===== config.mk =====
export PLATFORM = sky130hd
export DESIGN_NAME = axis_header_sched
export DESIGN_NICKNAME = d
export VERILOG_FILES = /design/src/rtl/axis_hdr_pkg.sv /design/src/rtl/axis_rr_arb.sv /design/src/rtl/axis_header_sched.sv
export SDC_FILE = /design/constraint.sdc
export NUM_CORES = 1
export LEC_CHECK = 0
export CORE_ASPECT_RATIO = 0.7
export CORE_MARGIN = 1.5
export CORE_UTILIZATION = 35
export DETAILED_ROUTE_END_ITERATION = 7
export PLACE_DENSITY = 0.88
export SETUP_SLACK_MARGIN = 0.5
export SLEW_MARGIN = 20
export SYNTH_ARGS = -nofsm -noshare
export SYNTH_HDL_FRONTEND = slang
export SYNTH_HIERARCHICAL = 1
export SYNTH_SLANG_ARGS = --single-unit

===== constraint.sdc =====
create_clock -name clk -period 4.05 [get_ports clk]
set_input_delay 0.81 -clock clk [delete_from_list [all_inputs] [get_ports clk]]
set_output_delay 0.81 -clock clk [all_outputs]
set_load 0.03 [all_outputs]

===== src/rtl/axis_hdr_pkg.sv =====
// Shared types and keep helpers for the header scheduler.
// Helpers take keep zero-extended to KEEP_MAX bits so one function serves any data width.
package axis_hdr_pkg;

    localparam int KEEP_MAX = 64;

    typedef enum logic [1:0] {
        IDLE  = 2'd0,
        OFFER = 2'd1,
        PKT   = 2'd2
    } state_t;

    // Legal keep is non-zero and a solid run of ones starting at bit 0.
    function automatic logic keep_ok(input logic [KEEP_MAX-1:0] keep);
        return (keep != '0) && ((keep & (keep + KEEP_MAX'(1))) == '0);
    endfunction

    function automatic logic [7:0] keep_popcnt(input logic [KEEP_MAX-1:0] keep);
        logic [7:0] n;
        n = '0;
        for (int i = 0; i < KEEP_MAX; i++) begin
            n = n + {7'd0, keep[i]};
        end
        return n;
    endfunction

endpackage


===== src/rtl/axis_rr_arb.sv =====
// Round-robin arbiter: first requester at or after ptr, wrapping.
// Latency: combinational. Backpressure: none, caller decides when grant is used.
// Ties resolved purely by ptr; no state held here.
module axis_rr_arb #(
    parameter int NUM_SRC   = 4,
    parameter int SRC_ID_WD = $clog2(NUM_SRC)
) (
    input  logic [NUM_SRC-1:0]   req,
    input  logic [SRC_ID_WD-1:0] ptr,
    output logic [NUM_SRC-1:0]   gnt,
    output logic [SRC_ID_WD-1:0] idx
);

    always_comb begin : p_arb
        int   j;
        logic found;
        j     = 0;
        found = 1'b0;
        gnt   = '0;
        idx   = '0;
        for (int i = 0; i < NUM_SRC; i++) begin
            j = (int'(ptr) + i) % NUM_SRC;
            if (!found && req[SRC_ID_WD'(j)]) begin
                found                = 1'b1;
                gnt[SRC_ID_WD'(j)]   = 1'b1;
                idx                  = SRC_ID_WD'(j);
            end
        end
    end

endmodule


===== src/rtl/axis_header_sched.sv =====
// Round-robin header scheduler feeding one insert port; grant held until the snooped last beat.
// Latency: req_ready same cycle as grant, valid_insert one cycle later. Optional watchdog: HDR_TIMEOUT_EN.
// Backpressure: header held stable while ready_insert is low; no new grant until the packet ends.
module axis_header_sched
    import axis_hdr_pkg::*;
#(
    parameter int NUM_SRC      = 4,
    parameter int DATA_WD      = 32,
    parameter int DATA_BYTE_WD = DATA_WD/8,
    parameter int BYTE_CNT_WD  = $clog2(DATA_BYTE_WD),
    parameter int SRC_ID_WD    = $clog2(NUM_SRC)
`ifdef HDR_TIMEOUT_EN
    ,
    parameter int TIMEOUT_CYC  = 1024
`endif
) (
    input  logic                             clk,
    input  logic                             rst,
    input  logic [NUM_SRC-1:0]               req_valid,
    input  logic [NUM_SRC*DATA_WD-1:0]       req_data,
    input  logic [NUM_SRC*DATA_BYTE_WD-1:0]  req_keep,
    output logic [NUM_SRC-1:0]               req_ready,
    output logic                             valid_insert,
    output logic [DATA_WD-1:0]               data_insert,
    output logic [DATA_BYTE_WD-1:0]          keep_insert,
    output logic [BYTE_CNT_WD-1:0]           byte_insert_cnt,
    input  logic                             ready_insert,
    input  logic                             pkt_valid,
    input  logic                             pkt_ready,
    input  logic                             pkt_last,
    output logic [SRC_ID_WD-1:0]             grant_id,
    output logic                             busy,
    output logic                             hdr_err
`ifdef HDR_TIMEOUT_EN
    ,
    output logic                             timeout_err
`endif
);

    state_t                  r_state;
    state_t                  w_nxt;
    logic [SRC_ID_WD-1:0]    r_ptr;
    logic [SRC_ID_WD-1:0]    w_idx;
    logic [NUM_SRC-1:0]      w_gnt;
    logic                    w_grant;
    logic                    w_kok;
    logic                    w_beat;
    logic                    w_last;
    logic                    w_tmo;
    logic [DATA_WD-1:0]      w_data;
    logic [DATA_BYTE_WD-1:0] w_keep;
    logic [KEEP_MAX-1:0]     w_keep_ext;
    logic [DATA_WD-1:0]      r_data;
    logic [DATA_BYTE_WD-1:0] r_keep;
    logic [BYTE_CNT_WD-1:0]  r_cnt;
    logic [SRC_ID_WD-1:0]    r_grant_id;
    logic                    r_hdr_err;

    axis_rr_arb #(
        .NUM_SRC   (NUM_SRC),
        .SRC_ID_WD (SRC_ID_WD)
    ) u_arb (
        .req (req_valid),
        .ptr (r_ptr),
        .gnt (w_gnt),
        .idx (w_idx)
    );

    // Gating with rst keeps req_ready quiet while reset is held.
    assign w_grant = !rst && (r_state == IDLE) && (|req_valid);
    assign w_data  = req_data[w_idx*DATA_WD +: DATA_WD];
    assign w_keep  = req_keep[w_idx*DATA_BYTE_WD +: DATA_BYTE_WD];
    assign w_kok   = keep_ok(w_keep_ext);
    assign w_beat  = pkt_valid && pkt_ready;
    assign w_last  = (r_state == PKT) && w_beat && pkt_last;

    always_comb begin
        w_keep_ext                   = '0;
        w_keep_ext[DATA_BYTE_WD-1:0] = w_keep;
    end

    always_ff @(posedge clk) begin
        if (rst) begin
            r_state <= IDLE;
        end else begin
            r_state <= w_nxt;
        end
    end

    always_comb begin
        w_nxt = r_state;
        case (r_state)
            IDLE:    if (w_grant && w_kok)  w_nxt = OFFER;
            OFFER:   if (ready_insert)      w_nxt = PKT;
            PKT:     if (w_last || w_tmo)   w_nxt = IDLE;
            default:                        w_nxt = IDLE;
        endcase
    end

    always_comb begin
        valid_insert = (r_state == OFFER);
        busy         = (r_state != IDLE);
        req_ready    = w_grant ? w_gnt : '0;
    end

    // Malformed headers are consumed and advance the pointer but never reach the insert regs.
    always_ff @(posedge clk) begin
        if (rst) begin
            r_ptr      <= '0;
            r_data     <= '0;
            r_keep     <= '0;
            r_cnt      <= '0;
            r_grant_id <= '0;
            r_hdr_err  <= 1'b0;
        end else begin
            r_hdr_err <= w_grant && !w_kok;
            if (w_grant) begin
                r_ptr <= (w_idx == SRC_ID_WD'(NUM_SRC-1)) ? '0 : w_idx + SRC_ID_WD'(1);
                if (w_kok) begin
                    r_data     <= w_data;
                    r_keep     <= w_keep;
                    r_cnt      <= BYTE_CNT_WD'(keep_popcnt(w_keep_ext) - 8'd1);
                    r_grant_id <= w_idx;
                end
            end
        end
    end

    assign data_insert     = r_data;
    assign keep_insert     = r_keep;
    assign byte_insert_cnt = r_cnt;
    assign grant_id        = r_grant_id;
    assign hdr_err         = r_hdr_err;

`ifdef HDR_TIMEOUT_EN
    localparam int WD_WD = $clog2(TIMEOUT_CYC);

    logic [WD_WD-1:0] r_wdog;
    logic             r_tmo_err;

    assign w_tmo = (r_state == PKT) && !w_beat && (r_wdog == WD_WD'(TIMEOUT_CYC-1));

    always_ff @(posedge clk) begin
        if (rst) begin
            r_wdog    <= '0;
            r_tmo_err <= 1'b0;
        end else begin
            r_tmo_err <= w_tmo;
            if (((r_state == OFFER) && ready_insert) || w_beat) begin
                r_wdog <= '0;
            end else if (r_state == PKT) begin
                r_wdog <= r_wdog + WD_WD'(1);
            end
        end
    end

    assign timeout_err = r_tmo_err;
`else
    assign w_tmo = 1'b0;
`endif

endmodule


==> flow_summary.toml <==
[status]
status = "finished, final reports clean"

[timing]
max_freq_mhz = 263
relSlewSlack_pct = 66.4
finalClockSkew_ns = 0.00503
tightest_slew_ns = 0.505
finalSetupViolCount = 0
rsz0062_at_grt = "true"
fin_crit_ns = 3.80
finalMaxSlewViolations = 0
finalHoldViolCount = 0
period_share_pct = 93.8
fin_ws_ns = 0.250

[final_layout]
fin_cells = 660
final_cell_mix = "clkdlybuf4s50_1, buf_4, dfxtp_1"
n_antenna_cell = 0
nets = 701
synthToLayoutAreaGrowth_pct = 85.4
final_common_cell = "clkdlybuf4s50_1"
drive_gt1_share_pct = 29.5
final_area_um2 = 6270

[route]
routedWlPerCell_um = 18.3
viasPerCell = 5.21
drtAntennaViolNets = 0
route.detailed.drc = 0
finalWirelength_um = 12100
firstDrtPassIters = 4
num_vias = 3440
drt_iter0_markers = 207

[logic_synthesis]
yosys_warnings = 6
syn_avg_cell_area_um2 = 11.4
ys_types = 51
async_flop_share_pct = 0
synthMuxAreaShare_pct = 41.6
syn_inst = 297
syn-cell-area_um2 = 3380
synthSimpleGateAreaFrac_pct = 14.1
synth-compound-area-share_pct = 7.48
ys_seq_elements = 45
syn-num-nets = 462
synthFlopType = "dfxtp_1"
synth-edff-count = 0
synthAdderAreaFrac_pct = 4.29
ys_seq_area_share_pct = 26.7
synth_top_family_by_area = "multiplexers"
synth_xor_area_share_pct = 0.259

[floorplanning]
start_util_pct = 36.7
die_y_um = 85.2
dieWidth_um = 120
fp-row-count = 29
io_pins = 201
coreArea_um2 = 9220
dieArea_um2 = 10300

[place]
dp_cells = 625
dp_slack_ns = -0.335
gp_congestion = 0.849
place.port_buffers = 200
hpwlAfterDp_um = 9160
place_area_um2 = 5670

[worst_setup_path]
path_class = "input port to flop"
slowest_delay_ns = 0.54
crit_family = "simple AND/OR/NAND/NOR gates"
crit_path_max_fanout = 5
reg2reg_depth = 16
cpMostUsedCell = "buf_6"
critPathLaunchType = "input port"
crit_slowest_cell = "or4b_4"
critPathBufInv = 7
critPathRequiredTime_ns = 4.22
crit_path_start = "req_valid[0]"
r2r_end = "data_insert[24]"
regToRegSetupSlack_ns = 0.26
cp.arrival_ns = 3.97
worstReg2RegStart = "r_ptr[1]"
worstSetupEndpointType = "flop"
path_cells = "buf_6, or3_4, or4b_4, o311ai_4, o32a_4, buf_6, mux4_2, buf_6, nand4_1, nor2_4, buf_6, buf_6, buf_12, buf_16, mux2_4"

[clock_tree]
clkTransAtPathRegs_ns = 0.06
cts_hold_buffers = 0
cts-root-buf = "clkbuf_16"
cts_buffers = 5
h-tree-depth = 2
clock-sinks = 45
clockBufferDepth = 2
insertion_delay_ns = 0.28
cts_tree = "done"

[worst_hold_path]
hold_start = "grant_id[1]"
hold_depth = 2
hold_class = "flop to flop"
holdPathEnd = "grant_id[1]"

[job]
maxCapViolCount = 0

[power_and_ir_drop]
p_leak_nw = 2.48
powerDensity_nw_per_um2 = 636
ir_drop_v = 0.000332

[grt]
antenna_found_initial = 0
grt_max_degree = 27
grt-ovfl-total = 0
grtUsageTotal_pct = 23.4
grt_pass1_vias = 3625
grt_pass1_wl_um = 18900
[how the worst max path moves through the flow]
stage                              end  slack (ns)  cells after the start
floorplan              data_insert[12]        0.04                     12
detailed placement      data_insert[4]       -0.33                     13
global route            data_insert[6]        0.17                     16
global placement    byte_insert_cnt[0]       -0.21                     13
CTS                     data_insert[0]        0.25                     14
finish                 data_insert[24]        0.25                     15
[final cells by class]
type                    count  area [um^2]
inverters                  10         47.5
fillers                   704         2950
multi-input cells         217         2440
clock inverters             1         6.26
well taps                 124          155
flip-flops and latches     45          908
repair buffers            257         2570
clock buffers               6          139
[flip-flops by register name, indices dropped and copies added, names as in the netlist]
name	flops
data_insert	32
keep_insert	4
byte_insert_cnt	2
grant_id	2
r_ptr	2
r_state	2
hdr_err	1
[power by group]
group	total, mW	leakage, nW	internal [mW]	switching (mW)
registers	0.606	0.369	0.551	0.0547
logic	2.97	2.04	1.69	1.28
clock network	0.406	0.0733	0.242	0.163
total	3.98	2.48	2.49	1.50
[worst reg2reg max path: cells and delay by family (launching register included)]
kind,cells,cell delay [ns]
muxes,2,0.81
buffers and inverters,7,0.76
and+or+nand+nor,4,1.15
AOI/OAI and AO/OA,2,0.38
DFF,1,0.36
adders and majority gates,1,0.23
[synth_stat cells, types with 2 or more instances]
library cell	number	area [um^2]
a211oi_1	2	15.0
a21o_1	2	15.0
a21oi_1	9	45.0
a221o_1	2	20.0
a31oi_1	2	12.5
and2_1	4	25.0
and3_1	2	12.5
buf_1	4	15.0
buf_2	5	25.0
buf_4	2	15.0
buf_6	6	67.6
clkbuf_1	8	30.0
dfxtp_1	45	901
ha_1	10	125
inv_1	10	37.5
mux2_1	15	169
mux2_2	22	248
mux2i_1	13	130
mux4_2	37	833
nand2_1	12	45.0
nand2b_1	2	12.5
nand3_1	7	35.0
nor2_1	4	15.0
nor2b_1	35	219
nor3b_1	2	15.0
o21ai_0	9	45.0
o221ai_1	2	17.5
[per-layer routing]
metal	part of all wire, %	track usage (%)	wire, um
met1	43	29.7	5160
met2	49	42.1	5960
met3	6.8	4.84	818
met4	1.2	3.64	147
met5	0	0	0
[cell families (layout without fill, tap and decap cells)]
group                    Yosys count  in the layout
multiplexers                      88             88
AND/OR/NAND/NOR                   80             80
flip-flops                        45             45
AO/OA/AOI/OAI                     37             37
buffers and inverters             35            274
adder cells (fa/ha/maj)           11             11
XOR/XNOR                           1              1
[what timing repair did]
| item | 4_1_cts | 5_1_grt |
|---|---|---|
| gates cloned | 3 | 0 |
| hold endpoints to repair | 0 | 0 |
| setup buffers | 17 | 8 |
| pin swaps | 7 | 5 |
| setup endpoints to repair | 46 | 41 |
| gates resized for setup | 50 | 14 |
[stage by stage]
stage / setup TNS (ns) / utilization, % / hold WS (ns) / total power, mW
global route: 0 / 68.0 / 0.483 / 4.22
global placement: -5.78 / 61.5 / 0.436 / 2.97
finish: 0 / 68.0 / 0.458 / 3.98
CTS: 0 / 66.8 / 0.462 / 3.83
detailed placement: -10.32 / 61.5 / 0.448 / 3.05
floorplan: 0 / - / 0.469 / 2.33
(Power assumes the default switching activity.)
